## config.mk

```make
export PLATFORM = sky130hd
export DESIGN_NAME = mrd_fsmsink_p4_flat
export DESIGN_NICKNAME = d
export VERILOG_FILES = /design/src/rtl/mrd_fsmsink_p4_pkg.sv /design/src/rtl/mrd_fsmsink_p4_if.sv /design/src/rtl/mrd_fsmsink_p4_addr_gen.sv /design/src/rtl/mrd_fsmsink_p4.sv /design/src/flat_wrapper.sv
export SDC_FILE = /design/constraint.sdc
export NUM_CORES = 1
export LEC_CHECK = 0
export CAP_MARGIN = 20
export CORE_ASPECT_RATIO = 0.8
export CORE_MARGIN = 4
export CORE_UTILIZATION = 60
export CTS_CLUSTER_SIZE = 40
export DETAILED_ROUTE_END_ITERATION = 10
export DONT_BUFFER_PORTS = 1
export PLACE_DENSITY_LB_ADDON = 0.1
export SYNTH_ARGS = -nofsm -noshare
export SYNTH_HDL_FRONTEND = slang
export SYNTH_SLANG_ARGS = --single-unit
export TNS_END_PERCENT = 5
```

## constraint.sdc

```tcl
create_clock -name clk -period 6.4 [get_ports clk]
set_clock_uncertainty 0.15 [all_clocks]
set_input_delay 1.28 -clock clk [delete_from_list [all_inputs] [get_ports clk]]
set_output_delay 1.28 -clock clk [all_outputs]
set_load 0.01 [all_outputs]
```

## src/rtl/mrd_fsmsink_p4_pkg.sv

```systemverilog
// rtl/mrd_fsmsink_p4_pkg.sv - shared constants and state type for the p4 input sink
// Holds the sample/address geometry, the top-FSM Sink code and the local
// sink state enumeration used by mrd_fsmsink_p4 and its helpers.
package mrd_fsmsink_p4_pkg;

  localparam int W_DATA = 16;               // real / imaginary part width
  localparam int W_ADDR = 10;               // per-bank address width
  localparam int NBANK  = 4;                // banks, fixed for the p4 datapath
  localparam int W_CNT  = W_ADDR + 2;       // sample index width (4096 samples)

  localparam logic [2:0] FSM_SINK = 3'd1;   // top FSM state code for Sink

  typedef enum logic [1:0] {
    ST_IDLE     = 2'd0,
    ST_WAIT_SOP = 2'd1,
    ST_RECV     = 2'd2,
    ST_DONE     = 2'd3
  } sink_state_e;

endpackage

```

## src/rtl/mrd_fsmsink_p4_if.sv

```systemverilog
// rtl/mrd_fsmsink_p4_if.sv - sop/eop/valid/ready sample stream into the sink
// Signals: in_valid, in_sop, in_eop, in_real, in_imag (source -> sink),
//          in_ready (sink -> source).
// master: the upstream sample source; slave: the sink stage.
interface mrd_fsmsink_p4_if;
  import mrd_fsmsink_p4_pkg::*;

  logic              in_valid;
  logic              in_sop;
  logic              in_eop;
  logic [W_DATA-1:0] in_real;
  logic [W_DATA-1:0] in_imag;
  logic              in_ready;

  modport master (
    output in_valid, in_sop, in_eop, in_real, in_imag,
    input  in_ready
  );

  modport slave (
    input  in_valid, in_sop, in_eop, in_real, in_imag,
    output in_ready
  );

endinterface

```

## src/rtl/mrd_fsmsink_p4_addr_gen.sv

```systemverilog
// rtl/mrd_fsmsink_p4_addr_gen.sv - sample index to bank/address map with write register
// Ports:
//   clk, rst_n          clock, asynchronous active-low reset
//   we                  write this cycle's sample
//   idx                 natural-order sample index
//   din_real, din_imag  sample to store
//   wren                one-hot bank enable (bank = idx[1:0]), registered
//   wraddr              bank address (idx[11:2]), registered
//   wrdata_real/imag    registered write data
module mrd_fsmsink_p4_addr_gen
  import mrd_fsmsink_p4_pkg::*;
(
  input  logic              clk,
  input  logic              rst_n,
  input  logic              we,
  input  logic [W_CNT-1:0]  idx,
  input  logic [W_DATA-1:0] din_real,
  input  logic [W_DATA-1:0] din_imag,
  output logic [NBANK-1:0]  wren,
  output logic [W_ADDR-1:0] wraddr,
  output logic [W_DATA-1:0] wrdata_real,
  output logic [W_DATA-1:0] wrdata_imag
);

  always_ff @(posedge clk or negedge rst_n) begin
    if (!rst_n) begin
      wren        <= '0;
      wraddr      <= '0;
      wrdata_real <= '0;
      wrdata_imag <= '0;
    end else begin
      // Enable is a single-cycle strobe; address/data just hold between writes.
      wren <= we ? (NBANK'(1) << idx[1:0]) : '0;
      if (we) begin
        wraddr      <= idx[W_CNT-1:2];
        wrdata_real <= din_real;
        wrdata_imag <= din_imag;
      end
    end
  end

endmodule

```

## src/rtl/mrd_fsmsink_p4.sv

```systemverilog
// rtl/mrd_fsmsink_p4.sv - input sink: stores one frame of samples into 4 banks
// Ports:
//   clk, rst_n          clock, asynchronous active-low reset
//   fsm                 top FSM state (Sink = 3'd1)
//   dftpts              frame length, captured on each accepted sop (0 = 4096)
//   in_if               sample stream (slave side), in_ready combinational
//   wren                one-hot bank write enable, 1 cycle after the beat
//   wraddr              shared bank write address
//   wrdata_real/imag    write data
//   sink_end            pulse: frame closed and stored
//   sink_err            pulse: framing error (early/missing eop, re-sop, abort)
module mrd_fsmsink_p4
  import mrd_fsmsink_p4_pkg::*;
(
  input  logic              clk,
  input  logic              rst_n,
  input  logic [2:0]        fsm,
  input  logic [W_CNT-1:0]  dftpts,
  mrd_fsmsink_p4_if.slave   in_if,
  output logic [NBANK-1:0]  wren,
  output logic [W_ADDR-1:0] wraddr,
  output logic [W_DATA-1:0] wrdata_real,
  output logic [W_DATA-1:0] wrdata_imag,
  output logic              sink_end,
  output logic              sink_err
);

  sink_state_e      state_q, state_d;
  logic [W_CNT-1:0] cnt_q, cnt_d;
  logic [W_CNT-1:0] len_q, len_d;

  logic             in_sink;
  logic             accept;
  logic             restart;
  logic [W_CNT-1:0] len_sel;
  logic [W_CNT-1:0] k;
  logic             is_last;
  logic             frame_close;
  logic             bad_close;
  logic             we;
  logic             end_d;
  logic             err_d;

  assign in_sink         = (fsm == FSM_SINK);
  assign in_if.in_ready  = (state_q == ST_WAIT_SOP) || (state_q == ST_RECV);
  assign accept          = in_if.in_valid & in_if.in_ready;
  assign restart         = accept & in_if.in_sop;

  // A sop beat is always index 0 of a frame whose length is the live dftpts.
  // len-1 is taken modulo 4096, so a stored length of 0 closes at 4095.
  assign len_sel     = restart ? dftpts : len_q;
  assign k           = restart ? '0 : cnt_q;
  assign is_last     = (k == (len_sel - W_CNT'(1)));
  assign frame_close = in_if.in_eop | is_last;
  assign bad_close   = ~(in_if.in_eop & is_last);

  always_ff @(posedge clk or negedge rst_n) begin
    if (!rst_n) begin
      state_q <= ST_IDLE;
      cnt_q   <= '0;
      len_q   <= '0;
    end else begin
      state_q <= state_d;
      cnt_q   <= cnt_d;
      len_q   <= len_d;
    end
  end

  always_comb begin
    state_d = state_q;
    cnt_d   = cnt_q;
    len_d   = len_q;
    we      = 1'b0;
    end_d   = 1'b0;
    err_d   = 1'b0;
    case (state_q)
      ST_IDLE: begin
        if (in_sink) state_d = ST_WAIT_SOP;
      end
      ST_WAIT_SOP: begin
        // Leaving Sink before any frame started is not an error.
        if (!in_sink) begin
          state_d = ST_IDLE;
        end else if (restart) begin
          we      = 1'b1;
          len_d   = dftpts;
          cnt_d   = W_CNT'(1);
          state_d = ST_RECV;
          if (frame_close) begin
            state_d = ST_DONE;
            end_d   = 1'b1;
            err_d   = bad_close;
          end
        end
      end
      ST_RECV: begin
        if (!in_sink) begin
          // Abandoned frame: flag it, but never claim it was stored.
          state_d = ST_IDLE;
          err_d   = 1'b1;
        end else if (accept) begin
          we    = 1'b1;
          cnt_d = restart ? W_CNT'(1) : cnt_q + W_CNT'(1);
          if (restart) begin
            len_d = dftpts;
            err_d = 1'b1;
          end
          if (frame_close) begin
            state_d = ST_DONE;
            end_d   = 1'b1;
            if (bad_close) err_d = 1'b1;
          end
        end
      end
      ST_DONE: begin
        if (!in_sink) state_d = ST_IDLE;
      end
      default: state_d = ST_IDLE;
    endcase
  end

  always_ff @(posedge clk or negedge rst_n) begin
    if (!rst_n) begin
      sink_end <= 1'b0;
      sink_err <= 1'b0;
    end else begin
      // end can only fire on entry to DONE, so it never repeats back to back.
      // Back-to-back errors (e.g. re-sop then early eop) merge into one pulse.
      sink_end <= end_d;
      sink_err <= err_d & ~sink_err;
    end
  end

  mrd_fsmsink_p4_addr_gen u_addr_gen (
    .clk         (clk),
    .rst_n       (rst_n),
    .we          (we),
    .idx         (k),
    .din_real    (in_if.in_real),
    .din_imag    (in_if.in_imag),
    .wren        (wren),
    .wraddr      (wraddr),
    .wrdata_real (wrdata_real),
    .wrdata_imag (wrdata_imag)
  );

endmodule

```

## src/flat_wrapper.sv

```systemverilog
// flat-port wrapper written by rule: the top's interface ports become plain ports
module mrd_fsmsink_p4_flat import mrd_fsmsink_p4_pkg::*;
  (clk, rst_n, fsm, dftpts, wren, wraddr, wrdata_real, wrdata_imag, sink_end, sink_err, in_if_in_valid, in_if_in_sop, in_if_in_eop, in_if_in_real, in_if_in_imag, in_if_in_ready);
  mrd_fsmsink_p4_if in_if_i ();
  input  logic clk;
  input  logic rst_n;
  input  logic [2:0] fsm;
  input  logic [W_CNT-1:0] dftpts;
  output logic [NBANK-1:0] wren;
  output logic [W_ADDR-1:0] wraddr;
  output logic [W_DATA-1:0] wrdata_real;
  output logic [W_DATA-1:0] wrdata_imag;
  output logic sink_end;
  output logic sink_err;
  input wire logic [$bits(in_if_i.in_valid)-1:0] in_if_in_valid;
  input wire logic [$bits(in_if_i.in_sop)-1:0] in_if_in_sop;
  input wire logic [$bits(in_if_i.in_eop)-1:0] in_if_in_eop;
  input wire logic [$bits(in_if_i.in_real)-1:0] in_if_in_real;
  input wire logic [$bits(in_if_i.in_imag)-1:0] in_if_in_imag;
  output wire logic [$bits(in_if_i.in_ready)-1:0] in_if_in_ready;
  assign in_if_i.in_valid = in_if_in_valid;
  assign in_if_i.in_sop = in_if_in_sop;
  assign in_if_i.in_eop = in_if_in_eop;
  assign in_if_i.in_real = in_if_in_real;
  assign in_if_i.in_imag = in_if_in_imag;
  assign in_if_in_ready = in_if_i.in_ready;
  mrd_fsmsink_p4 u_core (.clk(clk), .rst_n(rst_n), .fsm(fsm), .dftpts(dftpts), .in_if(in_if_i), .wren(wren), .wraddr(wraddr), .wrdata_real(wrdata_real), .wrdata_imag(wrdata_imag), .sink_end(sink_end), .sink_err(sink_err));
endmodule
```

; After elaboration in Yosys (flattened, before gate mapping)
; Index checks and enable logic that the tools add are counted.
[word_totals]
regBits = 74
in_bits = 52
[op_classes]
add_sub_neg = 2
eq_ne = 14
shift = 1
n_mux = 41
n_bitwise = 7
reduce_logical = 6
[ops]
columns = operator, n
row1 = 2-to-1 mux 12 bit, 10
row2 = one-hot mux 12 bit (2 select lines), 2
row3 = 2-to-1 mux 1 bit, 17
row4 = 2-to-1 mux 2 bit, 7
row5 = adder 12 x 1 -> 12 bit (second input constant), 1
row6 = == test 12 bit, 1
row7 = subtractor 12 x 1 -> 12 bit (second input constant), 1
row8 = inequality test 2 x 1 -> 1 bit (second input constant), 5
row9 = AND reduction 5 bit, 2
row10 = inequality test 3 bit (second input constant), 3
row11 = one-hot mux 2 bit (4 select lines), 1
row12 = one-hot mux 1 bit (2 select lines), 3
row13 = AND 1 bit, 4
row14 = == test 2 bit (second input constant), 2
row15 = 2-to-1 mux 4 bit, 1
row16 = AND reduction 4 bit, 1
row17 = << shifter 1 x 2 -> 4 bit (first input constant), 1
row18 = == test 3 x 1 -> 1 bit (second input constant), 1
row19 = == test 2 x 1 -> 1 bit (second input constant), 1
row20 = zero test 2 bit, 1
row21 = inequality test 2 bit (second input constant), 1
row22 = inverter 1 bit, 2
row23 = nonzero test 2 bit, 1
row24 = logical OR 1 bit, 1
row25 = bitwise OR 1 bit, 1

; Depth between registers and ports, before layout
[logic_depth]
word_depth = 14
mapped_depth = 18
depth_no_buf = 16

; By module
; A second synthesis with hierarchy kept.
[hier_totals]
cells_unflattened = 361
hier_area_um2 = 4025.1
[by_module_without_submodules]
columns = module, n_inst, cells_each, area_per_inst_um2
row1 = mrd_fsmsink_p4, 1, 264, 2152.1
row2 = mrd_fsmsink_p4_addr_gen, 1, 97, 1873.0

; Worst setup path after synthesis
; OpenSTA, ideal clock, no wires.
[synth_path]
kind = in2reg
start = in in_if_in_sop
end = reg u_core.state_q[1]
arrival_ns = 4.298
setup_slack_ns = 1.821
stages = 15
n_path_buf = 2
path_cell_list = nand3_1 > buf_2 > buf_1 > mux2i_1 > ha_1 > nor4b_1 > a311oi_1 > a31oi_1 > o2111ai_1 > or4b_1 > ha_1 > o21ai_0 > nand3b_1 > a21oi_1 > o21ai_0
[synth_via]
elab_chain_cells = 7
elab_cells_between_ends = 9
[synth_rtl]
columns = element, line_no
row1 = "start, declared", flat_wrapper.sv:16  ; input wire logic [$bits(in_if_i.in_sop)-1:0] in_if_in_sop;
row2 = AND 1 bit (*), mrd_fsmsink_p4.sv:47  ; assign restart = accept & in_if.in_sop;
row3 = 2-to-1 mux 12 bit, -
row4 = subtractor 12 x 1 -> 12 bit, mrd_fsmsink_p4.sv:53  ; assign is_last = (k == (len_sel - W_CNT'(1)));
row5 = == test 12 bit, mrd_fsmsink_p4.sv:53
row6 = bitwise OR 1 bit, mrd_fsmsink_p4.sv:54  ; assign frame_close = in_if.in_eop | is_last;
row7 = inequality test 3 bit (no source line), -
row8 = AND reduction 5 bit (no source line) (*), -
row9 = "end signal, assigned", mrd_fsmsink_p4.sv:63  ; state_q <= state_d;
row10 = "end, declared", mrd_fsmsink_p4.sv:28  ; sink_state_e state_q, state_d;
; Every way passes the cells marked *; elsewhere a longest branch is shown, timed or not.
; A chain may end at the register's enable or synchronous reset.

; Worst setup path in the final report
[layout_path]
start = reg u_core.state_q[0]
end = reg u_core.state_q[1]
[layout_via]
elab_chain_cells = 10
elab_cells_between_ends = 19
[layout_rtl]
columns = element, line_no
row1 = == test 2 x 1 -> 1 bit or == test 2 bit (tied branches), mrd_fsmsink_p4.sv:45  ; assign in_if.in_ready = (state_q == ST_WAIT_SOP) || (state_q == ST_RECV);
row2 = logical OR 1 bit (*), mrd_fsmsink_p4.sv:45
row3 = net in_if_in_ready, flat_wrapper.sv:20  ; output wire logic [$bits(in_if_i.in_ready)-1:0] in_if_in_ready;
row4 = AND 1 bit (*), mrd_fsmsink_p4.sv:46  ; assign accept = in_if.in_valid & in_if.in_ready;
row5 = AND 1 bit, mrd_fsmsink_p4.sv:47
row6 = 2-to-1 mux 12 bit, -
row7 = subtractor 12 x 1 -> 12 bit, mrd_fsmsink_p4.sv:53
row8 = == test 12 bit, mrd_fsmsink_p4.sv:53
row9 = bitwise OR 1 bit, mrd_fsmsink_p4.sv:54
row10 = inequality test 3 bit (no source line), -
row11 = AND reduction 5 bit (no source line) (*), -
; Mark *: on every way through the listed nets, which the timed path passes. The rest lies on a longest branch.

==> flow_summary.yaml <==
power:
  share_comb_of_total_power: 0.278
  power.share.clock: 0.247
  worst_ir_drop_vdd_mv: 0.201
  share_seq_of_total_power: 0.475
  total_leakage_power_nw: 1.87
  finalPower_mw: 1.48
  switching_share: 0.359
  power_switching_mw: 0.531
  internal_power_mw: 0.948
  power.density_nw_per_um2: 367
drt:
  total_via_count_in_the_routed_design: 2630
  detail-route-antenna-nets: 0
  totalWireLength_mm: 7.68
  route.detailed.wl_per_inst_um: 17.8
  first_pass_iters: 5
  drcViolationCount: 0
  post_drt_via_cell_ratio: 6.09
  violation_count_after_the_first_detailed_routing_iteration: 175
die:
  core-area_um2: 6010
  design.portCount: 101
  die_w_um: 96.6
  floorplan.die_area_um2: 7620
  die_h_um: 78.9
  start_util: 0.627
  row_count: 25
yosys:
  yosysWarningCount: 0
  synth-async-reset-ratio: 1.00
  cell_area_after_synthesis_um2: 3770
  syn-mean-instance-area_um2: 10.8
  synth_edf_count: 0
  proportion_of_synthesized_chip_area_in_sequential_cells: 0.491
  synthesis.instances: 348
  ys_ff_latch: 74
  ys.flop_type: "sky130_fd_sc_hd__dfrtp_1"
  syn-num-nets: 408
  yosys.cell_types.count: 45
critical_path:
  worstPathCellList: "inv_1 > ha_1 > nand3_1 > buf_4 > mux2i_1 > ha_1 > nor4b_1 > a311oi_1 > a31oi_1 > o2111ai_1 > or4b_1 > ha_1 > o21ai_0 > nand3b_1 > a21oi_1 > o21ai_0"
  timing.critical_path.slowest_cell_delay_ns: 0.55
  setup.worst_path.start_class: "flop"
  worst_path_max_delay_cell: "sky130_fd_sc_hd__or4b_1"
  critPathCaptureType: "flop"
  worstPathRequired_ns: 6.48
  timing_worst_setup_path_type: "reg2reg"
  rrSetupSlack_ns: 2.01
  arrival_ns: 4.48
  critPathMostFrequentCell: "sky130_fd_sc_hd__ha_1"
  critical_path.max_fanout: 38
clock_tree:
  root_buffer: "sky130_fd_sc_hd__clkbuf_8"
  cts_made_buffers: 9
  worst_skew_pair.late_latency_ns: 0.35
  cts_tree: "done"
  htreeDepth: 3
  clkTransAtPathRegs_ns: 0.08
  cts.sink_count: 74
  cts-root-to-sink-buffers: 2
  post_cts.resized_instances: 0
  post_cts_buffers: 0
  cts_hold_buf: 0
job:
  cap_violations: 0
placed_design:
  placement.setup.worst_slack_ns: 1.73
  hpwlAfterDp_mm: 5.53
  io_port_bufs: 0
  post_dp_cell_area_um2: 3820
  numPlacedInstances: 415
  gpl.final_weighted_congestion: 0.884
sta:
  finalSetupViolations: 0
  final.setup.tns_ns: 0
  finalMaxSlewViolations: 0
  setup_ws_ns: 2.01
  worst_slew_pin_slew_ns: 0.695
  timing.max_slew.rel_slack: 0.536
  timing.final.hold_violations: 0
  final_min_period_over_clock_period: 0.686
  fmax_mhz: 228
  final.min_clock_period_ns: 4.39
  unrepaired_setup_endpoints_after_global_routing: "false"
final_layout:
  layout_cells_excl_fill: 432
  final.fill_count: 482
  post_route_cells_drive_above_1_share: 0.0829
  syn_to_final_growth_pct: 6.77
  post-route-cell-area_um2: 4020
  design.final.nets: 405
  multiInputGateArea_um2: 1830
  seq_area_um2: 1850
global_routing:
  pin_count_of_the_biggest_net_entering_global_routing: 75
  number_of_global_route_vias_before_repair: 2499
  grt_use_total: 0.211
  grt_overflow: 0
  first_pass_grt_wire_length_mm: 12.9
  antenna_found_initial: 1
min_path:
  hold_path_class: "reg2reg"
outcome:
  run_status: "completed"
[cells by family (layout without fill, tap and decap cells)]
kind of cell / after synthesis / in the layout / share of synthesized area
xor gates and xnor gates: 28 / 28 / 0.0651
buffers and inverters: 21 / 23 / 0.0266
AOI/OAI and AO/OA: 50 / 50 / 0.0857
muxes: 50 / 50 / 0.147
and+or+nand+nor: 117 / 117 / 0.157
other: 0 / 1 / 0
DFF: 74 / 74 / 0.491
adders and majority gates: 8 / 8 / 0.0266
[flip-flops by register name (all words and copies together) (netlist names)]
register	flops
u_core.sink_err	1
u_core.cnt_q	12
u_core.u_addr_gen.wrdata_real	16
u_core.state_q	2
u_core.u_addr_gen.wraddr	10
u_core.sink_end	1
u_core.u_addr_gen.wrdata_imag	16
u_core.len_q	12
u_core.u_addr_gen.wren	4
[power by group through the flow]
stage	combinational, mW	sequential (mW)	clock (mW)
after global routing	0.463	0.715	0.399
after global placement	0.400	0.710	0
after floorplan	0.352	0.684	0
after detailed placement	0.406	0.714	0
final	0.411	0.702	0.365
after CTS	0.409	0.705	0.374
[path summary, 6_finish.rpt]
check	end	startpoint	depth (start not counted)
setup / recovery	u_core.state_q[1]	u_core.state_q[0]	16
hold / removal	u_core.len_q[11]	u_core.len_q[11]	1
setup reg to reg	u_core.state_q[1]	u_core.state_q[0]	16
hold reg to reg	u_core.len_q[11]	u_core.len_q[11]	1
max in group asynchronous	u_core.len_q[8]	rst_n	0
min in group asynchronous	u_core.u_addr_gen.wrdata_imag[11]	rst_n	0
[metal layers]
metal	vias up	track usage	share of wire
li1	1237	-	-
met1	1292	0.270	0.43
met2	93	0.328	0.47
met3	8	0.0825	0.083
met4	0	0.0743	0.011
met5	-	0	0
[synth_stat cells, drive strengths merged, types with 2 or more instances]
master / n / share of area
a211o: 3 / 0.0070
a21oi: 7 / 0.0093
a31oi: 4 / 0.0066
and3: 5 / 0.0086
and4: 2 / 0.0046
buf: 6 / 0.012
clkbuf: 10 / 0.010
dfrtp: 74 / 0.49
ha: 8 / 0.027
inv: 5 / 0.0050
mux2: 44 / 0.13
mux2i: 6 / 0.016
nand2: 39 / 0.039
nand3: 5 / 0.0066
nand3b: 2 / 0.0040
nand4: 4 / 0.0066
nor2: 30 / 0.031
nor3: 9 / 0.012
nor3b: 2 / 0.0066
nor4: 6 / 0.010
nor4b: 7 / 0.016
o2111ai: 3 / 0.0070
o211ai: 2 / 0.0040
o21ai: 24 / 0.032
o31ai: 2 / 0.0053
or4: 2 / 0.0050
xnor2: 16 / 0.037
xor2: 12 / 0.028
[critical path: cells and delay by family, from the launching register on]
family                   cells  cell delay [ns]
AO/OA/AOI/OAI                6             0.94
adder cells (fa/ha/maj)      3             0.95
buffers and inverters        2             0.46
flip-flops                   1             0.41
multiplexers                 1             0.28
AND/OR/NAND/NOR              4             1.08
[layout by cell type (no fill, tap or decap), drive strengths merged, types with 2 or more instances in the layout]
cell type and count:
o211ai 2, nor4 6, nor3b 2, xor2 12, xnor2 16, a21oi 7, o2111ai 3, clkbuf 10
nand3b 2, or4 2, and3 5, o31ai 2, mux2i 6, nand2 39, clkinv 2, nand3 5
dfrtp 74, a31oi 4, nand4 4, buf 2, and4 2, nor4b 7, o21ai 24, ha 8
nor2 30, a211o 3, nor3 9, inv 7, mux2 44
[area by class of cell]
class | count | area share
flip-flops and latches | 74 | 0.460
multi-input cells | 253 | 0.456
clock buffers | 10 | 0.0317
well taps | 81 | 0.0252
clock inverters | 6 | 0.0180
inverters | 5 | 0.00466
repair buffers | 2 | 0.00373
diodes | 1 | 0.000622
[stage by stage]
step	util	hold WS, ns
after floorplan	-	0.328
after global placement	0.636	0.357
after detailed placement	0.636	0.360
after CTS	0.670	0.369
after global routing	0.670	0.391
final	0.670	0.360
Note: power is estimated with default switching activity, not from simulation.
